===== config.mk =====
export PLATFORM = sky130hd
export DESIGN_NAME = arpeggiator
export DESIGN_NICKNAME = d
export VERILOG_FILES = /design/src/rtl/arpeggiator.sv
export SDC_FILE = /design/constraint.sdc
export NUM_CORES = 1
export LEC_CHECK = 0
export CAP_MARGIN = 20
export CORE_MARGIN = 3
export CORE_UTILIZATION = 40
export CTS_CLUSTER_SIZE = 16
export DETAILED_ROUTE_END_ITERATION = 7
export SYNTH_ARGS = -nofsm -noshare
export SYNTH_HDL_FRONTEND = slang
export SYNTH_SLANG_ARGS = --single-unit

===== constraint.sdc =====
create_clock -name CLK -period 2.7 [get_ports CLK]
set_input_delay 0.675 -clock CLK [delete_from_list [all_inputs] [get_ports CLK]]
set_output_delay 0.675 -clock CLK [all_outputs]
set_load 0.01 [all_outputs]

===== src/rtl/arpeggiator.sv =====
// Four-key arpeggiator: registered keys pass straight through, or, when enabled,
// the held keys are played one at a time in ascending order with a programmable dwell.
module arpeggiator #(
  parameter int CNT_W = 16
) (
  input  logic             CLK,
  input  logic             RESET,
  input  logic             key0,
  input  logic             key1,
  input  logic             key2,
  input  logic             key3,
  input  logic             Enable,
  input  logic [CNT_W-1:0] countermax,
  output logic             out0,
  output logic             out1,
  output logic             out2,
  output logic             out3
);

  typedef enum logic [2:0] {
    IDLE  = 3'd0,
    NOTE0 = 3'd1,
    NOTE1 = 3'd2,
    NOTE2 = 3'd3,
    NOTE3 = 3'd4
  } state_t;

  state_t           state_q, state_d;
  logic [2:0]       state_code;
  logic [3:0]       on_q;
  logic [CNT_W-1:0] cnt_q, cnt_d;
  logic [CNT_W-1:0] dwell_last;
  logic [1:0]       cur_idx, next_idx, low_idx;
  logic             has_next;

  always_ff @(posedge CLK or negedge RESET) begin
    if (!RESET) begin
      on_q    <= '0;
      state_q <= IDLE;
      cnt_q   <= '0;
    end else begin
      on_q    <= {key3, key2, key1, key0};
      state_q <= state_d;
      cnt_q   <= cnt_d;
    end
  end

  // A countermax of zero behaves as a one-clock dwell.
  assign dwell_last = (countermax == '0) ? '0 : countermax - 1'b1;
  assign state_code = state_q;
  assign cur_idx    = state_code[1:0] - 2'd1;

  // Nearest held key after the current one, wrapping; the current key itself is
  // checked last so a lone held note repeats.
  always_comb begin
    has_next = 1'b0;
    next_idx = cur_idx;
    for (int k = 4; k >= 1; k--) begin
      if (on_q[2'(cur_idx + 2'(k))]) begin
        has_next = 1'b1;
        next_idx = 2'(cur_idx + 2'(k));
      end
    end
  end

  always_comb begin
    low_idx = 2'd0;
    for (int k = 3; k >= 0; k--) begin
      if (on_q[k]) low_idx = 2'(k);
    end
  end

  always_comb begin
    state_d = state_q;
    cnt_d   = cnt_q + 1'b1;
    if (!Enable) begin
      state_d = IDLE;
      cnt_d   = '0;
    end else begin
      case (state_q)
        IDLE: begin
          cnt_d = '0;
          if (|on_q) state_d = state_t'(3'd1 + {1'b0, low_idx});
        end
        NOTE0, NOTE1, NOTE2, NOTE3: begin
          if (!on_q[cur_idx] || cnt_q >= dwell_last) begin
            cnt_d   = '0;
            state_d = has_next ? state_t'(3'd1 + {1'b0, next_idx}) : IDLE;
          end
        end
        default: begin
          state_d = IDLE;
          cnt_d   = '0;
        end
      endcase
    end
  end

  assign {out3, out2, out1, out0} = Enable ?
      {state_q == NOTE3, state_q == NOTE2, state_q == NOTE1, state_q == NOTE0} : on_q;

endmodule


# Word-level counts from Yosys, hierarchy flattened

Cells that the tools add are included.

Bits in registers: 23
Input port bits: 23
Output and inout bits: 4
Word-level logic and storage cells: 58

Add/subtract/negate cells: 8
$lt $le $gt $ge: 5
Equality and inequality tests: 6
Muxes and demuxes: 29
Reduce and logical (&&, ||, !) cells: 7

Operators with widths:

| cell                                                                         | count |
|---|---|
| 16-bit 2-to-1 mux                                                            | 4 |
| 16-bit by 1-bit adder with 16-bit output, second input constant              | 1 |
| 16-bit >= comparator                                                         | 1 |
| 16-bit zero test                                                             | 1 |
| 16-bit by 1-bit subtractor with 16-bit output, second input constant         | 1 |
| 2-bit 2-to-1 mux                                                             | 7 |
| 2-bit by 3-bit less-than comparator with 1-bit output, second input constant | 4 |
| 3-bit 2-to-1 mux                                                             | 4 |
| 1-bit binary-select mux with 2-bit select                                    | 4 |
| 1-bit 2-to-1 mux                                                             | 8 |
| 4-bit OR reduction                                                           | 2 |
| 1-bit by 2-bit adder with 3-bit output, first input constant                 | 2 |
| 3-bit by 2-bit equality test with 1-bit output, second input constant        | 2 |
| 3-bit != test, second input constant                                         | 2 |
| 3-bit case mux with 2 select lines                                           | 1 |
| 2-bit adder, second input constant                                           | 2 |
| 4-bit 2-to-1 mux                                                             | 1 |
| 3-bit by 1-bit equality test with 1-bit output, second input constant        | 1 |
| 3-bit equality test, second input constant                                   | 1 |
| 3-bit zero test                                                              | 1 |
| 2-bit by 1-bit adder with 2-bit output, second input constant                | 1 |
| 2-bit AND reduction                                                          | 1 |
| 2-bit by 1-bit subtractor with 2-bit output, second input constant           | 1 |
| 1-bit zero test                                                              | 1 |
| 1-bit logical OR                                                             | 1 |

# Depth between registers and ports, before layout

Gate-level depths: netlist of the first run.

Depth in word-level cells: 12
Depth in mapped cells: 14
Gate-level depth less buffers: 13

# Worst setup path after synthesis of the first run

OpenSTA, ideal clock, no wires.

Path type: input to register
Start: in countermax[0]
End: reg state_q[2] (netlist: state_code[2])
Library setup time: 125 ps
Data arrival time: 3399 ps
Required time: 2575 ps
Setup slack: -824 ps
Stages on the path: 11
Buffers on the path: 0
Cell sequence: or4_4 or3b_4 nor4_4 xor2_1 nand2_1 ha_1 nand4_1 nor4_1 o21ai_1 nand4_1 mux2_2

Word-level cells in the longest chain between the ends: 6
Elaborated cells between the ends (all ways): 7
Classes of those cells: add/sub: 1; order compare: 1; eq/ne: 1; mux: 1; reduce/logical: 3

Ends and longest elaborated chain:

| item                                                                              | RTL line | RTL |
|---|---|---|
| from (decl)                                                                       | 13       | `input logic [CNT_W-1:0] countermax,` |
| 16-bit by 1-bit subtractor with 16-bit output or 16-bit zero test (tied branches) | 49       | `assign dwell_last = (countermax == '0) ? '0 : countermax - 1'b1;` |
| 16-bit 2-to-1 mux *                                                               | 49       |  |
| 16-bit >= comparator *                                                            | 86       | `if (!on_q[cur_idx] \|\| cnt_q >= dwell_last) begin` |
| 1-bit logical OR *                                                                | 86       |  |
| 3-bit != test (no source line) *                                                  | n/a      |  |
| 2-bit AND reduction (no source line) *                                            | n/a      |  |
| to (signal assigned)                                                              | 43       | `state_q <= state_d;` |
| to (decl)                                                                         | 28       | `state_t state_q, state_d;` |

Every way passes the cells marked *; elsewhere a longest branch is shown, timed or not.
A chain may end at the register's enable or synchronous reset.

# Worst setup path in the final report of the first run

Ends and elaborated chain as after synthesis.

==> impl_results.md, run 1 <==
- FF+latch count, synth: 23
- Seq/Total Area, Yosys: 28.0%
- Startpoint types: input port
- Final std cells w/o fill: 372
- Synthesized net count: 290
- Cell taking the most area after synthesis: dfrtp_1
- Switching power: 498 uW
- Setup-failing EPs final: 19
- Min-delay worst type: reg -> reg
- Violated checks: setup timing
- Port bufs: 26
- Initial antenna violation count: 0
- Io pins: 27
- RSZ-0062 raised after global routing: yes
- Clock Sink Count: 23
- Most frequent cell after synthesis: nand2_1
- ANT cells: 0
- Hold_buf cts: 0
- Crit path time final: between 3000 and 4000 ps
- Share of cells above drive strength 1: 22.3%
- Dpl ws: -1270 ps
- FF-to-FF path depth: 9
- Slew @ Worst Pin: about 450 ps
- Gpl congestion: about 0.75
- Critical Path RT: 2860 ps
- Placed Instances: approximately 360
- Critical path data arrival time: 3550 ps
- Period utilization: 125%
- Power Dens Cells: 454 mW/mm2
- Power Total: 1.29 mW
- Total CTS buffers: 3
- First drt pass iteration count: 4
- Power share of the combinational group: between 50% and 60%
- Final worst slack: -688 ps
- Gr ovfl total: 0
- CP Capture Type: flop
- Root buffer cell: clkbuf_8
- Post-Syn Area: ~0.0021 mm2
- Post-DP HPWL: 3750 um
- Syn_area_per_cell: 8.51 um2
- Crit path max fanout: 4
- H-Tree Depth: 1
- Ys flop type: dfrtp_1
- Static leakage power: ~1.3 nW
- Max_cap viols: 0
- WS Path Type: in -> reg
- Initial Util: a little over two fifths
- Largest net degree at the start of global routing: 24
- Core ar.: approximately 0.0048 mm2
- CTS tree: built
- Initial drt markers: 84
- Achievable Freq: around 300 MHz
- Worst hold stages: 1
- Maximum vdd drop: between 0.2 and 0.3 mV
- Drt total wl: 4800 um
- Yosys warning total: 0
- Via count: between 1500 and 2000
- Clock network fraction of design power: roughly 17%
- Std-Cell Rows: 25
- Bufs on Longest Clock Path: 2
- Internal power: around 790 uW
- Post-synth EDFFs: 0
- Net Sw Frac: 38.7%
- Detailed-route DRC error count: 0
- Die Ht: approximately 78 um
- Vias in the first global route: between 1500 and 2000
- Synth unique cells: 42
- Final core occ: 58.3%
- Pins Over Slew Limit: 0
- Relative slew margins: slightly below 70%
- Post-synth top cells: nand2_1, ha_1, nor2_1, dfrtp_1, xor2_1
- Die footprint: between 0.006 and 0.007 mm2
- Routed Antenna Nets: 0
- GR Util All Layers: between 15 and 20%
- Area growth syn-to-layout: 37.4%
- Worst-path clk slew: 80 ps
- Sequential share of power: between 30% and 40%
- Outcome: complete, but fails checks
- Vias per cell: 5.10
- Die Wd: just under 80 um
- First-pass GRT wire length: approximately 8400 um
- Worst Clk Skew: between 3 and 4 ps
- Asr flop ratio synth: between 90% and 100%
- Nets: about 350
- Top cell type's share of synthesized area: 28.0%
- Clock Latency Late Sink: 270 ps
- Area contributors post-synth: dfrtp_1, ha_1, xor2_1
- Final hold vios: 0
- Mapped Cells: between 200 and 250
- Wirelength per Cell: between 10 and 15 um
## path summary, 6_finish.rpt
kind | start | endpoint | slack, ps
max reg2reg | state_code[1]$_DFFE_PN0P_ | state_code[2]$_DFFE_PN0P_ | 440
max in group asynchronous | RESET | on_q[0]$_DFF_PN0_ | 1710
min | cnt_q[0]$_DFF_PN0_ | cnt_q[0]$_DFF_PN0_ | 500
max | countermax[0] | state_code[2]$_DFFE_PN0P_ | -690
min reg2reg | cnt_q[0]$_DFF_PN0_ | cnt_q[0]$_DFF_PN0_ | 500
min in group asynchronous | RESET | cnt_q[0]$_DFF_PN0_ | 750
## critical path, stage by stage
cell and delay (ps):
buf_6 90, or4_4 530, or3b_4 430, nor4_4 160
xor2_1 200, nand2_2 100, ha_4 290, nand4_1 130
nor4_2 340, o21ai_2 120, nand4_1 170, mux2_4 310
## power groups by stage
stage / combinational (mW) / sequential, mW / clock [mW]
final: 0.664 / 0.401 / 0.221
after CTS: 0.651 / 0.401 / 0.235
after detailed placement: 0.636 / 0.408 / 0
after global placement: 0.633 / 0.407 / 0
after global routing: 0.750 / 0.408 / 0.241
after floorplan: 0.423 / 0.402 / 0
## layout by cell type, fill, tap and decap left out, drive strengths merged, types with 5 or more instances in the layout
master          n
nor2           25
nor4            6
buf            41
and4            6
dlymetal6s2s    5
nand3           7
o21ai          10
nor2b           7
clkdlybuf4s50  13
a21oi           9
and2            5
inv            11
nand2          30
ha             25
xor2           18
nand4           9
dfrtp          23
xnor2           8
## kinds of logic after synthesis
| group | synth area share, % |
|---|---|
| flops | 28.0 |
| mux | 1.58 |
| compound gates | 10.2 |
| buf+inv | 3.04 |
| simple gates | 30.9 |
| fa+ha+maj | 15.2 |
| xor+xnor | 11.1 |
## routing by layer
metal / wire length (um) / GRT usage, % / vias to the layer above
li1: - / - / 991
met1: 2420 / 24.0 / 884
met2: 2220 / 27.0 / 17
met3: 114 / 2.90 / 5
met4: 45 / 3.74 / 0
met5: 0 / 0 / -
## timing repair
item,4_1_cts,5_1_grt
gates resized for setup,27,17
endpoints found under the setup margin,19,23
setup buffers,1,2
cloned,0,1
pin swaps,11,14
## sequential cells by signal, indices dropped and copies added (netlist names)
name,cells
state_code,3
cnt_q,16
on_q,4
## final cells by class
class	instances	area, um2
fillers	474	2020
multi-input cells	203	1520
flip-flops and latches	23	576
repair buffers	64	556
well taps	67	83.8
clock buffers	3	41.3
inverters	11	41.3
clock inverters	1	7.51
## metrics by stage
stage,instance area (um2),hold WS (ps),TNS [ps]
2_1_floorplan,2070,379,-11120
3_3_place_gp,2650,480,-22930
3_5_place_dp,2650,506,-23450
4_1_cts,2740,519,-11710
5_1_grt,2830,549,-14480
6_report,2830,503,-12190
No activity file was read; power rests on OpenSTA's default activity.
==> inputs of run 2 (changes only) <==
- CORE_MARGIN: 3 -> 10
==> impl_results.md, run 2 (synthesis gave the netlist of run 1 again) <==
- Critical path data arrival time: 3510 ps (-40 ps)
- Largest net degree at the start of global routing: 24 (unchanged)
- Die footprint: 0.00841 mm2 (+39%)
- Post-DP HPWL: 4090 um (+9.3%)
- WS Path Type: in -> reg
- Final worst slack: -651 ps (+37.1 ps)
- Gr ovfl total: 0 (unchanged)
- Clock Latency Late Sink: 270 ps (about the same)
- Register area: 576 um2 (unchanged)
- Cell mode on critical path: nand4_1
- Outcome: complete, but fails checks
- Drt total wl: 5090 um (+6.1%)
- Port bufs: 26 (unchanged)
- Crit path time final: 3350 ps (-37.1 ps)
- Die Ht: 91.7 um (+18%)
- Routed Antenna Nets: 0 (unchanged)
- Buffers and inverters on the worst path: 1 (unchanged)
- Final hold vios: 0 (unchanged)
- Pins Over Slew Limit: 0 (unchanged)
- ANT cells: 0 (unchanged)
- First-pass GRT wire length: 9080 um (+8.0%)
- CTS tree: built
- Achievable Freq: 298 MHz (+1.1%)
- Slew @ Worst Pin: 418 ps (-35.4 ps)
- Violated checks: setup timing
- Uppermost routed layer: met4
- Worst-path clk slew: 80 ps (about the same)
- Setup-failing EPs final: 19 (unchanged)
- Initial Util: 40.8% (-1.6 points)
- Critical Path RT: 2860 ps (about the same)
- Max reg flops: 16 (unchanged)
- FF-to-FF setup slack: 390 ps (-50 ps)
- Metal1 wirelength: 2400 um (-0.95%)
- Nets: 355 (+0.28%)
- CP cell instances: buf_6 > or4_4 > or3b_4 > nor3_2 > xor2_1 > nand2_1 > ha_4 > nand4_1 > nor4_2 > o21ai_1 > nand4_1 > mux2_4
- Most common cell after layout, fill and taps aside: buf_4
- Vias in the first global route: 2002 (+6.8%)
- Filler Cell Count: 472 (-0.42%)
- Max_cap viols: 0 (unchanged)
- Wirelength per Cell: 13.5 um (+5.0%)
- Share of cells above drive strength 1: 23.9% (+1.6 points)
- Static leakage power: 1.28 nW (-2.2%)
- Slowest stage cell, crit path: or4_4
- Io pins: 27 (unchanged)
- Footprint of the multi-input gates: 0.00153 mm2 (about the same)
- Startpoint types: input port
- GR Util All Layers: 12.6% (-4.4 points)
- Detailed-route DRC error count: 0 (unchanged)
- Dpl ws: -1320 ps (-46.1 ps)
- Min-delay worst type: reg -> reg
- Crit path max fanout: 4 (unchanged)
- Area growth syn-to-layout: 37.5% (about the same)
- Power Total: 1.28 mW (-0.42%)
- Design area: 0.00283 mm2 (about the same)
- Delay-heaviest family, CP: simple AND/OR/NAND/NOR gates
- Post-DP Area: 0.00268 mm2 (+0.99%)
- Most frequent cells in the layout: buf_4, nand2_1, nor2_1, dfrtp_1, ha_1
- Initial antenna violation count: 0 (unchanged)
- H-Tree Depth: 1 (unchanged)
- Total CTS buffers: 3 (unchanged)
- Clock Sink Count: 23 (unchanged)
- RSZ-0062 raised after global routing: yes
- Root buffer cell: clkbuf_8
- Period utilization: 124% (-1.4 points)
- Bufs on Longest Clock Path: 2 (unchanged)
- Largest Register: cnt_q
- Maximum vdd drop: 0.247 mV (-7.1%)
- Met2 WL: 2580 um (+16%)
- CP Capture Type: flop
- Hold Slack: 492 ps (-11.0 ps)
- CP max stage delay: 530 ps (about the same)
- Power Dens Cells: 452 mW/mm2 (-0.47%)
- Initial drt markers: 68 (-19%)
- Std-Cell Rows: 26 (+4.0%)
- Gpl congestion: 0.817 (+8.5%)
- Relative slew margins: 71.9% (+2.4 points)
- Worst Clk Skew: 6.68 ps (+3.67 ps)
- Vias per cell: 5.08 (-0.39%)
- DR WL met3: 91 um (-20%)
- Via count: 1910 (+0.69%)
- Die Wd: 91.7 um (+18%)
- First drt pass iteration count: 4 (unchanged)
- Core ar.: 0.00504 mm2 (+4.0%)
## run 2: cell count changes in the layout (fill, tap and decap cells not counted), moves of 2 or more
| cell | change |
|---|---|
| inv_4 | +2 |
| inv_1 | -2 |
| nor2_1 | -2 |
| dlymetal6s2s_1 | -4 |
| clkdlybuf4s50_1 | +3 |
| dlygate4sd2_1 | -2 |
| o21ai_1 | +2 |
| clkbuf_2 | +3 |
| nor2_2 | +2 |
## run 2: cell type report
type	count	area share [%]
clock buffers	3	1.46
repair buffers	65	19.3
clock inverters	1	0.265
inverters	11	1.64
multi-input cells	203	53.9
flip-flops and latches	23	20.3
well taps	70	3.09
## run 2: through the flow
stage | std cells | setup TNS, ps | utilization [%]
global placement | 370 | -23230 | 53.1
finish | 376 | -11330 | 56.1
floorplan | 242 | -11120 | -
global route | 376 | -14510 | 56.1
detailed placement | 370 | -24310 | 53.1
CTS | 375 | -12520 | 54.9
## run 2: where the power goes
group	switching, mW	internal [mW]	total [mW]
combinational	0.351	0.307	0.657
clock	0.117	0.105	0.222
sequential	0.0284	0.372	0.400
## run 2: final timing paths
kind / start / end / depth (start not counted)
worst max-delay path: countermax[2] / state_code[2]$_DFFE_PN0P_ / 12
worst min-delay path: cnt_q[0]$_DFF_PN0_ / cnt_q[0]$_DFF_PN0_ / 1
worst max register to register: state_code[1]$_DFFE_PN0P_ / state_code[2]$_DFFE_PN0P_ / 9
worst min register to register: cnt_q[0]$_DFF_PN0_ / cnt_q[0]$_DFF_PN0_ / 1
max in group asynchronous: RESET / cnt_q[4]$_DFF_PN0_ / 2
min in group asynchronous: RESET / cnt_q[6]$_DFF_PN0_ / 2
## run 2: timing repair
item                                    CTS  global route
hold buffers                              0             0
setup buffers                             1             1
gates resized for setup                  29            24
pin swaps                                10            14
endpoints found under the hold margin     0             0
endpoints found under the setup margin   23            19
## run 2: layer usage
layer | global-route usage, % | vias up
met1 | 15.8 | 909
met2 | 22.2 | 9
met5 | 0 | -
met4 | 1.93 | 0
li1 | - | 988
met3 | 2.36 | 4
==> inputs of run 3 (changes only) <==
- GPL_TIMING_DRIVEN: not set -> 1
==> results of run 3 <==
The final DEF is identical to that of run 2; final timing and power are the same.
